**src/rtl/shift_pipe_unit.sv**
```systemverilog
// shift_pipe_unit: pipelined barrel shifter/rotator. Stage k applies a 2^k step; valid/ready on both sides.
// Ports: clk, rst_n (async, active low).
//        in_valid/in_ready accept {data_in, shift, mode, tag_in}.
//        out_valid/out_ready retire {data_out, tag_out, out_err} in acceptance order.
module shift_pipe_unit #(
    parameter int WIDTH = 8,
    parameter int TAG_W = 4
) (
    input  logic                     clk,
    input  logic                     rst_n,
    input  logic                     in_valid,
    output logic                     in_ready,
    input  logic [WIDTH-1:0]         data_in,
    input  logic [$clog2(WIDTH)-1:0] shift,
    input  logic [2:0]               mode,
    input  logic [TAG_W-1:0]         tag_in,
    output logic                     out_valid,
    input  logic                     out_ready,
    output logic [WIDTH-1:0]         data_out,
    output logic [TAG_W-1:0]         tag_out,
    output logic                     out_err
);
    localparam int SHW = $clog2(WIDTH);
    localparam logic [2:0] SLL = 3'd0, SRL = 3'd1, SRA = 3'd2, ROL = 3'd3, ROR = 3'd4;

    logic [SHW-1:0]   v, er, ld, s_v, s_er;
    logic [WIDTH-1:0] d    [SHW];
    logic [WIDTH-1:0] s_d  [SHW];
    logic [TAG_W-1:0] tg   [SHW];
    logic [TAG_W-1:0] s_tg [SHW];
    logic [SHW-1:0]   s_sh [SHW];
    logic [2:0]       s_md [SHW];
    // the last stage has no further shift step, so it keeps neither amount nor mode
    logic [SHW-1:0]   sh   [SHW-1];
    logic [2:0]       md   [SHW-1];

    // one conditional step of 2^k; illegal modes pass the (already zeroed) data through
    function automatic logic [WIDTH-1:0] step(input logic [WIDTH-1:0] x, input logic [2:0] m,
                                              input logic b, input int k);
        logic signed [WIDTH-1:0] sx;
        logic [WIDTH-1:0] sra;
        int n;
        n = 1 << k;
        sx = x;
        sra = sx >>> n;
        return !b ? x :
               m == SLL ? x << n :
               m == SRL ? x >> n :
               m == SRA ? sra :
               m == ROL ? (x << n) | (x >> (WIDTH - n)) :
               m == ROR ? (x >> n) | (x << (WIDTH - n)) : x;
    endfunction

    // stage k may load when out_ready is high or any stage from k to the end is empty
    always_comb begin
        ld = '0;
        for (int k = 0; k < SHW; k++)
            ld[k] = out_ready || !(&(v | SHW'((1 << k) - 1)));
    end

    always_comb begin
        s_v[0]  = in_valid;
        s_er[0] = mode > ROR;
        s_d[0]  = (mode > ROR) ? '0 : data_in;
        s_sh[0] = shift;
        s_md[0] = mode;
        s_tg[0] = tag_in;
        for (int k = 1; k < SHW; k++) begin
            s_v[k]  = v[k-1];
            s_er[k] = er[k-1];
            s_d[k]  = d[k-1];
            s_sh[k] = sh[k-1];
            s_md[k] = md[k-1];
            s_tg[k] = tg[k-1];
        end
    end

    // payload only moves with a valid op, so inputs are never sampled without a transfer
    always_ff @(posedge clk or negedge rst_n) begin
        if (!rst_n) begin
            v  <= '0;
            er <= '0;
            for (int k = 0; k < SHW; k++) begin
                d[k]  <= '0;
                tg[k] <= '0;
            end
            for (int k = 0; k < SHW - 1; k++) begin
                sh[k] <= '0;
                md[k] <= '0;
            end
        end else begin
            for (int k = 0; k < SHW; k++) begin
                if (ld[k]) v[k] <= s_v[k];
                if (ld[k] && s_v[k]) begin
                    d[k]  <= step(s_d[k], s_md[k], s_sh[k][0], k);
                    tg[k] <= s_tg[k];
                    er[k] <= s_er[k];
                end
            end
            // remaining amount shifts right so the next stage always consumes bit 0
            for (int k = 0; k < SHW - 1; k++) begin
                if (ld[k] && s_v[k]) begin
                    sh[k] <= s_sh[k] >> 1;
                    md[k] <= s_md[k];
                end
            end
        end
    end

    assign in_ready  = ld[0];
    assign out_valid = v[SHW-1];
    assign data_out  = d[SHW-1];
    assign tag_out   = tg[SHW-1];
    assign out_err   = er[SHW-1];
endmodule

```
**config.mk**
```make
export PLATFORM = sky130hd
export DESIGN_NAME = shift_pipe_unit
export DESIGN_NICKNAME = d
export VERILOG_FILES = /design/src/rtl/shift_pipe_unit.sv
export SDC_FILE = /design/constraint.sdc
export NUM_CORES = 1
export LEC_CHECK = 0
export ABC_AREA = 1
export BUFFER_PORTS_ARGS = -buffer_cell sky130_fd_sc_hd__buf_2
export CAP_MARGIN = 0
export CORE_MARGIN = 8
export CORE_UTILIZATION = 58
export CTS_BUF_LIST = sky130_fd_sc_hd__clkbuf_8 sky130_fd_sc_hd__clkbuf_16
export DETAILED_ROUTE_END_ITERATION = 8
export GPL_TIMING_DRIVEN = 1
export PLACE_DENSITY = 0.79
export REMOVE_ABC_BUFFERS = 1
export SLEW_MARGIN = 10
export SYNTH_ARGS = -nofsm -noshare
export SYNTH_HDL_FRONTEND = slang
export SYNTH_SLANG_ARGS = --single-unit
```
**constraint.sdc**
```tcl
create_clock -name clk -period 1.6 [get_ports clk]
set_clock_uncertainty 0.1 [all_clocks]
set_input_delay 0.16 -clock clk [delete_from_list [all_inputs] [get_ports clk]]
set_output_delay 0.16 -clock clk [all_outputs]
set_load 0.01 [all_outputs]
```
==> results.txt, run 1 <==
Met2 track demand over resource: 0.346. Summed over all nets, the switching power comes to 2120 uW. The share of power burned in combinational logic is 0.408, and the growth of design area from synthesis to finish is 13.8%. The run finished with clean final reports.

The average size of a mapped cell came out at 6.87 um2. The sum of buffers and inverters on the critical path works out to 2. Cell accounting for the most synthesized area: sky130_fd_sc_hd__dfrtp_1. Global routing usage summed across all routing layers: 0.204. The row count was 26. Across all setup checks in the final design, the least slack found is 0.109 ns. In this run, placement finished with an instance count of 549.

At the end of the flow, the number of nets in the layout was 516. The fraction of power spent switching nets was 0.429; the max-capacitance violation count was 0. The cell that appears most often on the critical path is sky130_fd_sc_hd__nand2_1. The die footprint was 7960 um2. Setup repair after global routing left no endpoint under its margin. The measured slew at the worst slew-check pin came out at 0.452 ns. The run gives 453 as the number of instances in the synthesized netlist. The required time reported for the critical path endpoint is 1.71 ns, and the largest fanout of any net on the critical path is 6. The number of hold violations in the final report was 0. For the worst setup path, the data arrival time is 1.60 ns. The first global-routing pass estimated 12800 um of wire. Power spread over the standard cell area amounts to 1400 nW/um2. For the number of nets still failing antenna checks after routing, the log shows 0.

The clock passes through at most 2 buffers. In this run, synthesis inferred 0 flip-flops with an integrated enable. The detailed-router iteration count before antenna repair is 5. Traced cell by cell, the critical path runs through nand2_1, nor2_2, inv_1, nand2_2, clkinvlp_2, nand2_1, nand2_1.

The tools report the total I/O pin count as 37. The overflow left after global routing came out at 0. The share of the cycle needed by the critical path after routing is 0.932, and the number of flip-flops and latches in the synthesized netlist is 51. The library cell contributing the largest single delay on the critical path was sky130_fd_sc_hd__dfrtp_1.

Layout cell share with drive strength beyond 1: 0.178. TritonCTS built the clock tree. The via total after detailed routing is 2997. Entering global routing, the biggest net connects 34 pins.

The sequential share of power was 0.431. The number of vias per cell after detailed routing is 5.30, and the initial antenna violation count is 0. The port buffer count works out to 36. The worst hold path belongs to the class in2reg. During synthesis, Yosys emitted a total of 0 warnings. The run gives 0.0369 ns as the final worst hold slack.

The run gives 2 as the deepest level of the CTS H-tree. The total chip power was 4950 uW; the initial DRC count was 188. For this run, the slowest stage of the critical path takes 0.35 ns.

By instance count, the leading cell after synthesis is sky130_fd_sc_hd__nand2_1. Clock-pin slew on the worst setup and hold paths: 0.10 ns. Number of clock buffers inserted by TritonCTS: 5. The number of max-slew violations in the final report was 0. The cell family contributing the most delay on the critical path is simple AND/OR/NAND/NOR gates.

The x dimension of the die came out at 89.2 um. Internal power of the cells: 2830 uW. Leaving out filler cells and counting taps, the final layout contains 565. The tree is rooted in a sky130_fd_sc_hd__clkbuf_8.

In this run the most used layer during global routing was met2. Kind of start point of the critical path: a register. By count the netlist is led by 152 x sky130_fd_sc_hd__nand2_1, 51 x sky130_fd_sc_hd__dfrtp_1, 45 x sky130_fd_sc_hd__nor2_1. For the worst-skew pair, the clock arrives at the later sink with an insertion delay of 0.32 ns. The shortest clock period the worst path allows after layout was 1.49 ns. The worst-case IR drop observed on VDD is 0.000810 V.

In this run the static leakage power is 0.00187 uW. The clock sink count was 51; the met3 track demand over resource in global routing was 0.0368. Fill cells in the final layout number 473.

The logs give 0.698 for the worst-case headroom to the max-slew limit and 0.605 for the effective utilization at floorplan. The type of the worst setup path is reg2reg. The met1 track demand over resource in global routing is 0.254. For this run, the leading register cell type out of synthesis is sky130_fd_sc_hd__dfrtp_1. The run gives 0.0642 ns as the worst setup slack before clock tree synthesis. In this run the cell area of the synthesized design comes to 3110 um2.

Dividing the detail-routed wire length by the instance count gives 13.6 um. The number of global-route vias before repair came out at 2848. The portion of synthesized cell area occupied by the leading cell type is 0.410, and the instance area after placement is 3350 um2. The tools report the sequential share of the synthesized area as 0.410. After detailed routing, the number of remaining DRC violations is 0. The core footprint was 5140 um2; the fraction of registers with async set or reset after synthesis was 1.00. Setup violations remaining at the end of the flow were counted as 0. The maximum frequency from static timing analysis is 671 MHz. The tools report the placed wire-length estimate as 5640 um. Weighted congestion reported at the end of routability-driven placement: 0.900.

Summing all flip-flop and latch instances after layout gives 1280 um2. For this block, the routed nets add up to 7710 um of wire. The multi-input combinational cells in the finished layout cover a total of 1540 um2. The number of antenna repair diodes was 0; the number of unique standard cell types used by synthesis was 28. By area the synthesized netlist is led by sky130_fd_sc_hd__dfrtp_1 41%, sky130_fd_sc_hd__nand2_1 18%, sky130_fd_sc_hd__a21oi_1 6.0%.

After routing the design area is 3540 um2. Measured along the y axis, the die boundary spans 89.2 um. Clock network fraction of design power: 0.161.

The worst setup path is captured at a register.
-- per-layer routing --
layer / share of wire / wire length, um
met3: 0.048 / 373
met1: 0.45 / 3490
met4: 0.015 / 119
met2: 0.48 / 3720
met5: 0 / 0
-- power groups by stage --
stage / clock network (uW) / registers, uW / logic, uW
4_1_cts: 815 / 2120 / 2010
3_5_place_dp: 0 / 2150 / 1990
2_1_floorplan: 0 / 2120 / 1240
5_1_grt: 879 / 2200 / 2300
6_report: 798 / 2130 / 2020
3_3_place_gp: 0 / 2130 / 1950
-- cell usage in the layout, fill, tap and decap left out, types with 4 or more instances in the layout --
cell,instances
sky130_fd_sc_hd__buf_4,9
sky130_fd_sc_hd__dlygate4sd3_1,7
sky130_fd_sc_hd__nand4_1,4
sky130_fd_sc_hd__nand3_1,31
sky130_fd_sc_hd__nor2_1,44
sky130_fd_sc_hd__buf_2,36
sky130_fd_sc_hd__nand2_1,150
sky130_fd_sc_hd__inv_2,6
sky130_fd_sc_hd__o21ai_0,33
sky130_fd_sc_hd__nand3_2,4
sky130_fd_sc_hd__dfrtp_1,50
sky130_fd_sc_hd__inv_1,36
sky130_fd_sc_hd__a21oi_1,37
sky130_fd_sc_hd__clkbuf_8,5
sky130_fd_sc_hd__nand2_2,9
-- worst reg2reg max path, cell delays in order (launching register included) --
cell,delay (ns)
sky130_fd_sc_hd__dfrtp_1,0.35
sky130_fd_sc_hd__nand2_1,0.09
sky130_fd_sc_hd__nor2_2,0.13
sky130_fd_sc_hd__inv_1,0.08
sky130_fd_sc_hd__nand2_2,0.20
sky130_fd_sc_hd__clkinvlp_2,0.27
sky130_fd_sc_hd__nand2_1,0.11
sky130_fd_sc_hd__nand2_1,0.06
-- worst paths after layout --
kind,startpoint,depth (start not counted),slack [ns],endpoint
max,v[2],7,0.11,s_tg[1]
min,out_ready,4,0.04,v[2]
max reg2reg,v[2],7,0.11,s_tg[1]
min reg2reg,s_tg[4],2,0.38,s_tg[0]
max in group asynchronous,rst_n,3,0.66,s_tg[5]
min in group asynchronous,rst_n,2,0.21,d[17]
-- flip-flops by register name, summed over array words and instances (netlist names) --
| name | flops |
|---|---|
| s_sh | 3 |
| tag_out | 4 |
| er | 3 |
| v | 3 |
| s_tg | 8 |
| data_out | 8 |
| md | 6 |
| d | 16 |
-- through the flow --
| stage | TNS (ns) | utilization |
|---|---|---|
| after floorplan | -0.807 | - |
| after global placement | 0 | 0.653 |
| after detailed placement | 0 | 0.653 |
| after CTS | 0 | 0.685 |
| after global routing | 0 | 0.689 |
| final | 0 | 0.689 |
-- final cells by class --
class | count | share of cell area
sequential | 51 | 0.361
timing repair buffer | 54 | 0.101
clock buffer | 5 | 0.0194
tap | 70 | 0.0247
multi-input combinational | 336 | 0.435
timing repair inverter | 1 | 0.00141
clock inverter | 3 | 0.00813
inverter | 45 | 0.0488
-- cell families (layout without fill, tap and decap cells) --
logic type,Yosys count,count (layout),share of synthesized area
buffers and inverters,66,108,0.0965
AND/OR/NAND/NOR,253,253,0.350
flip-flops,51,51,0.410
AO/OA/AOI/OAI,83,83,0.143
-- repair_timing --
action	4_1_cts	5_1_grt
gates resized for setup	0	6
endpoints found under the hold margin	24	0
buffers inserted	0	0
setup endpoints to repair	0	12
hold buffers	7	0
No activity file was read; power rests on OpenSTA's default activity.
==> inputs of run 2 (changes only) <==
Settings changed: ABC_AREA 1 to default, PLACE_DENSITY 0.79 to 0.8.
==> results.txt, run 2 <==
The run gives 6750 um as the final routed wirelength across all metal layers. The path type of the worst min-delay path was in2reg. The cell with the most instances after synthesis is sky130_fd_sc_hd__nand2_1. For this run, the leading register cell type out of synthesis is sky130_fd_sc_hd__dfrtp_1. The weighted congestion reported at the end of routability-driven placement is 0.959.

Sorting the synthesized cells by area gives the leading types as sky130_fd_sc_hd__dfrtp_1 42%, sky130_fd_sc_hd__nand2_1 8.3%, sky130_fd_sc_hd__mux2i_1 3.0%. The logs give 0.600 for the effective utilization at floorplan and 0 for the post-detailed-route DRC marker count. The synthesized design spends more area on one cell type than any other, namely sky130_fd_sc_hd__dfrtp_1. The end point of the worst hold path was v[2]. At the worst endpoint, the required time is 1.69 ns. Clock-pin slew was measured on the worst setup and hold paths at 0.09 ns. The worst hold path begins at out_ready. The detailed router finished its first iteration with 123 violations. TritonCTS built the clock tree.

Row generation in the floorplan step produced 26 rows. Synthesis inferred 51 register bits. The tightest hold path in the finished design has a slack of 0.0660 ns.

The clock passes through at most 2 buffers. The completed layout was analyzed and its total power is 4120 uW. The run gives 0.419 as the sequential share of the synthesized area.

Dividing total power by cell area gives a power density of 1180 nW/um2. In this run the tool buffered the top-level ports with 36 buffer cells. The total non-filler cell area in the finished layout was 3500 um2; the number of flip-flops in the largest register was 16. Across all setup checks in the final design, the least slack found is 0.0542 ns.

The run gives 339 as the number of instances in the synthesized netlist. Ranked by instance count, the synthesized netlist is headed by 67 x sky130_fd_sc_hd__nand2_1, 51 x sky130_fd_sc_hd__dfrtp_1, 21 x sky130_fd_sc_hd__nor2_1. The number of synthesis warnings was 0; the die footprint was 7830 um2. Counting distinct cell types in the post-synthesis netlist gives 59. The logs give 3290 um2 for the instance area after placement and 0 for the setup violation total in the final timing report. The measured slew at the worst slew-check pin works out to 0.485 ns.

The tools report the sort of element at the end of the critical path as a register. The deepest level of the CTS H-tree is 2. In the routed layout, each cell is associated on average with a via count of 5.91. The repair_antennas step left the layout with diodes totalling 0. The max-capacitance violation count was 0.

Data arrival time at the worst-slack endpoint: 1.64 ns. The layout cell share with drive strength beyond 1 came out at 0.231. The worst register-to-register path ends at d[14].

The flow ran to the end, and the final reports show no timing, DRC or antenna violations. The run gives 3050 um2 as the cell area after technology mapping. The detailed-route wire length per cell was 15.1 um; the number of nets still failing antenna checks after routing was 0. STA classifies the critical path startpoint as a register. In the layout the commonest cells are 66 x sky130_fd_sc_hd__nand2_1, 46 x sky130_fd_sc_hd__dfrtp_1, 36 x sky130_fd_sc_hd__buf_2, 21 x sky130_fd_sc_hd__nor2_1, 18 x sky130_fd_sc_hd__buf_4. 37 I/O pins were placed.

The type of the worst setup path is reg2reg. In this run the worst path has a maximum fanout of 8. The tools report the placed wire-length estimate as 4990 um. The run gives -0.00950 ns as the worst setup slack before clock tree synthesis.

For this design the static power due to leakage is 0.00161 uW. In this run the standard cell core region covers 5070 um2. The worst-case headroom to the max-slew limit came out at 0.676.

The later pin in the worst-skew pair is clocked with a latency of 0.31 ns. d holds more flip-flops than any other register. The worst register-to-register path has a depth of 4. The run gives 0 as the overflow left after global routing.

The global-route wire length before repair was 11300 um. The run gives 0 as the number of max-slew violations in the final report. The net count reported at finish came out at 398.

Measured along the x axis, the die boundary spans 88.5 um. The worst-case vdd ir drop is 0.000561 V. The clock net in this run drives a total of 51 sinks.

The number of hold violations in the final report is 0, and the number of global-route vias before repair is 2585. The average size of a mapped cell came out at 8.99 um2. The die is 88.5 um tall.

The pin count of the biggest net entering global routing came out at 25. The worst path in the final design needs a cycle of 1.55 ns, including I/O delays and setup. The initial antenna violation count came out at 0. The area growth from synthesis to layout is 15.0%. The share of the cycle needed by the critical path after routing came out at 0.966.

Clock tree synthesis inserted a total of 5 buffers. The count of flip-flops with a built-in enable after synthesis is 0. The fraction of registers with async set or reset after synthesis is 1.00, and the setup slack of the worst register-to-register path is 0.05 ns.

In this run the critical register-to-register path is launched from md[3]. The global routing usage summed across all routing layers is 0.178, and the via total after detailed routing is 2638. The detailed-router iteration count before antenna repair came out at 5.

The maximum frequency from static timing analysis was 647 MHz; the portion of synthesized cell area occupied by the leading cell type was 0.419. The most frequent standard cell in the layout excluding fill and tap cells was sky130_fd_sc_hd__nand2_1. Counting instances, the worst hold path has a depth of 3.

The root buffer cell chosen for the clock tree is sky130_fd_sc_hd__clkbuf_8.
run 2: cell families after synthesis:
logic type | after synthesis | share of synthesized area
AND/OR/NAND/NOR | 141 | 0.226
AO/OA/AOI/OAI | 88 | 0.214
flip-flops | 51 | 0.419
buffers and inverters | 41 | 0.0760
multiplexers | 14 | 0.0480
XOR/XNOR | 3 | 0.0136
adder cells (fa/ha/maj) | 1 | 0.00329
run 2: where the power goes:
| group | internal, uW | switching, uW | total, uW |
|---|---|---|---|
| Sequential | 1600 | 311 | 1910 |
| Clock | 457 | 407 | 864 |
| Combinational | 652 | 695 | 1350 |
run 2: through the flow:
| step | setup TNS, ns | instances | util |
|---|---|---|---|
| 3_3_place_gp | 0 | 429 | 0.647 |
| 6_report | 0 | 446 | 0.690 |
| 2_1_floorplan | -0.0194 | 304 | - |
| 4_1_cts | 0 | 444 | 0.684 |
| 3_5_place_dp | -0.00950 | 429 | 0.647 |
| 5_1_grt | -0.00330 | 446 | 0.690 |
run 2: worst max-delay path by stage:
stage                  endpoint  slack, ns  startpoint  depth (start not counted)
floorplan                 d[23]      -0.02        v[2]                          4
global placement          d[13]       0.08       md[4]                          4
detailed placement        d[13]     -0.009       md[4]                          4
CTS                 data_out[0]       0.02       md[0]                          4
global route              d[14]     -0.003       md[4]                          4
finish                    d[14]       0.05       md[3]                          4
run 2: final cells by class:
cell class              count  area, um2
clock buffers               5       68.8
repair buffers             65        455
inverters                   6       22.5
flip-flops and latches     51       1280
fillers                   407       1570
clock inverters             2       37.5
well taps                  70       87.6
multi-input cells         247       1550
run 2: per-layer routing:
metal / part of all wire / track usage / vias up
li1: - / - / 1287
met1: 0.42 / 0.207 / 1234
met2: 0.50 / 0.316 / 95
met3: 0.054 / 0.0232 / 22
met4: 0.024 / 0.0860 / 0
met5: 0 / 0 / -
run 2: what timing repair did:
| action | 4_1_cts | 5_1_grt |
|---|---|---|
| resized for setup | 1 | 7 |
| buffers inserted | 0 | 2 |
| setup endpoints to repair | 4 | 13 |
| hold buffers | 8 | 0 |
| endpoints found under the hold margin | 25 | 0 |
run 2: critical path, cell delays in order, from the launching register on:
cell	delay, ns
sky130_fd_sc_hd__dfrtp_2	0.48
sky130_fd_sc_hd__buf_4	0.18
sky130_fd_sc_hd__a311o_1	0.32
sky130_fd_sc_hd__a31oi_1	0.23
sky130_fd_sc_hd__o41ai_2	0.12
==> inputs of run 3 (changes only) <==
Settings changed: ABC_AREA from default to 1, MAX_ROUTING_LAYER from default to met4, PLACE_DENSITY 0.8 to 0.79.
==> results.txt, run 3 (synthesis results as in run 1) <==
The flow ran to the end, and the final reports show no timing, DRC or antenna violations. The number of nets still failing antenna checks after routing is 0, and the instance count along the most critical hold path is 4. The worst-case IR drop observed on VDD is 0.000759 V. Detailed-route wire length per cell: 13.6 um. The initial antenna violation count was 0; the deepest level of the CTS H-tree was 2. Max-capacitance violation count: 0. The number of vias per cell after detailed routing is 5.41, and the effective utilization at floorplan is 0.605.

At the pin with the least slew margin, the transition time is 0.446 ns. The floorplan step defined a die boundary enclosing 7960 um2. The number of hold violations in the final report is 0. Power spread over the standard cell area amounts to 1390 nW/um2. Maximum frequency from static timing analysis: 651 MHz. The tools report the worst-case headroom to the max-slew limit as 0.703. The tightest min-delay check is of the in2reg type.

The layout cell share with drive strength beyond 1 was 0.185. The worst hold path terminates at v[2]. The logs give 37 for the total I/O pin count and 51 for the clock sink count. The global-route wire length before repair is 13100 um, and the largest fanout of any net on the critical path is 9. Die extent in y: 89.2 um.

In this run the standard cell core region covers 5140 um2. From synthesis to final layout, the design area changed by 14.5%. The top cell types in the final layout, fill and taps aside, are 150 x sky130_fd_sc_hd__nand2_1, 48 x sky130_fd_sc_hd__dfrtp_1, 43 x sky130_fd_sc_hd__nor2_1.

The depth of the worst register-to-register path came out at 7. The number of antenna repair diodes was 0; the number of max-slew violations in the final report was 0. The tools report the area taken by multi-input logic gates as 1550 um2. Setup violations remaining at the end of the flow were counted as 0. For the worst setup path, the data arrival time is 1.63 ns. In this run the most critical hold path is launched from out_ready.

The final routed wirelength across all metal layers came out at 7700 um. Detailed placement finished with a half-perimeter wire length of 5570 um. The tools report the net count reported at finish as 517. Setup repair after global routing could not meet its margin everywhere. The floorplan step set the die width to 89.2 um. Row generation in the floorplan step produced 26 rows. The layout has 480 filler cells. The critical path is of the reg2reg type. The number of global-route vias before repair is 3058. Once layout is done, the placed cells without fillers occupy 3560 um2.

TritonCTS created 5 clock buffers. The clock-pin slew on the worst setup and hold paths was 0.10 ns; the required time reported for the critical path endpoint was 1.70 ns. At the end of routability-driven placement, the weighted congestion stood at 0.936.

The overflow left after global routing is 0. The register cell area after layout was 1280 um2; the utilization of the core after routing was 0.693. The register with the most flip-flops in the layout has 16 of them. The startpoint identified for the worst register-to-register timing path is md[5]. The worst register-to-register path ends at d[10]. For this block, the initial DRC count from the detailed router was 217. The logs give 2 for the maximum number of buffers from clock root to sink and 0 for the post-detailed-route DRC marker count.

In this run the worst setup path begins at md[5]. TritonCTS built the clock tree. Entering global routing, the biggest net connects 52 pins.

The insertion delay of the later-clocked pin in the worst-skew pair is 0.31 ns. Setup slack of the worst register-to-register path: 0.06 ns. The port buffer count is 36. Ranked by flip-flop count, first place goes to d. For the detailed-router iteration count before antenna repair, the log shows 5. The instance area after placement was 3350 um2; the shortest clock period the worst path allows after layout was 1.54 ns. Leakage component of the power: 0.00187 uW. The kind of start point of the critical path is a register. The routed layout has 3060 vias.

For the global routing usage summed across all routing layers, the log shows 0.214. In this run the clock root is driven by a sky130_fd_sc_hd__clkbuf_8. The most frequent standard cell in the layout excluding fill and tap cells is sky130_fd_sc_hd__nand2_1. Share of the cycle needed by the critical path after routing: 0.960. The sort of element at the end of the critical path is a register.
[run 3: changes by cell type in the layout (fill, tap and decap cells not counted), sizes merged, moves of 7 or more]
cell	previous run	this run
nand2	67	160
inv	6	43
a21oi	6	40
nand3	7	36
nor2	21	49
o21ai	20	36
nand2b	13	0
buf	57	47
mux2i	9	0
a31oi	11	3
o2111ai	8	0
nand3b	8	1
[run 3: cell type report]
class / count / area share
clock buffers: 5 / 0.0193
clock inverters: 3 / 0.00808
inverters: 45 / 0.0485
multi-input cells: 336 / 0.435
flip-flops and latches: 51 / 0.359
well taps: 70 / 0.0246
repair buffers: 55 / 0.103
repair inverters: 1 / 0.00211
[run 3: worst max path at each step]
stage / endpoint / slack (ns) / cells past startpoint
finish: d[10] / 0.06 / 7
global route: d[13] / -0.03 / 8
CTS: d[13] / 0.03 / 7
detailed placement: d[13] / 0.05 / 7
global placement: d[10] / 0.07 / 7
floorplan: d[11] / -0.11 / 7
[run 3: repair_timing]
item,CTS,global route
hold buffers,8,0
buffers inserted,0,0
resized for setup,0,11
hold endpoints to repair,58,0
endpoints found under the setup margin,0,10
[run 3: metal layers]
layer	part of all wire	vias up	GRT usage
met5	0	-	-
met4	0.021	0	0.0982
met3	0.055	17	0.0331
met2	0.50	108	0.352
met1	0.43	1405	0.254
li1	-	1530	-
[run 3: stage by stage]
stage               TNS, ns  hold slack, ns  total power (uW)  worst slack, ns  std cells
floorplan            -0.807          -0.236              3360           -0.106        432
global placement          0          0.0732              4080           0.0696        549
detailed placement        0          0.0723              4130           0.0489        549
CTS                       0          0.0268              4940           0.0261        565
global route        -0.0673          0.0425              5400          -0.0296        566
finish                    0          0.0418              4950           0.0648        566
[run 3: critical path, stage by stage, from the launching register on]
cell,delay (ns)
sky130_fd_sc_hd__dfrtp_2,0.45
sky130_fd_sc_hd__inv_1,0.11
sky130_fd_sc_hd__nand2_2,0.10
sky130_fd_sc_hd__clkinv_1,0.24
sky130_fd_sc_hd__a21oi_1,0.20
sky130_fd_sc_hd__nand2_1,0.08
sky130_fd_sc_hd__nand2_1,0.08
sky130_fd_sc_hd__a21oi_1,0.07
[run 3: where the power goes]
group          internal, uW  switching (uW)  leakage [uW]
clock network           325             458     0.0000502
registers              1720             407      0.000613
logic                   791            1250       0.00121
total                  2840            2110       0.00187
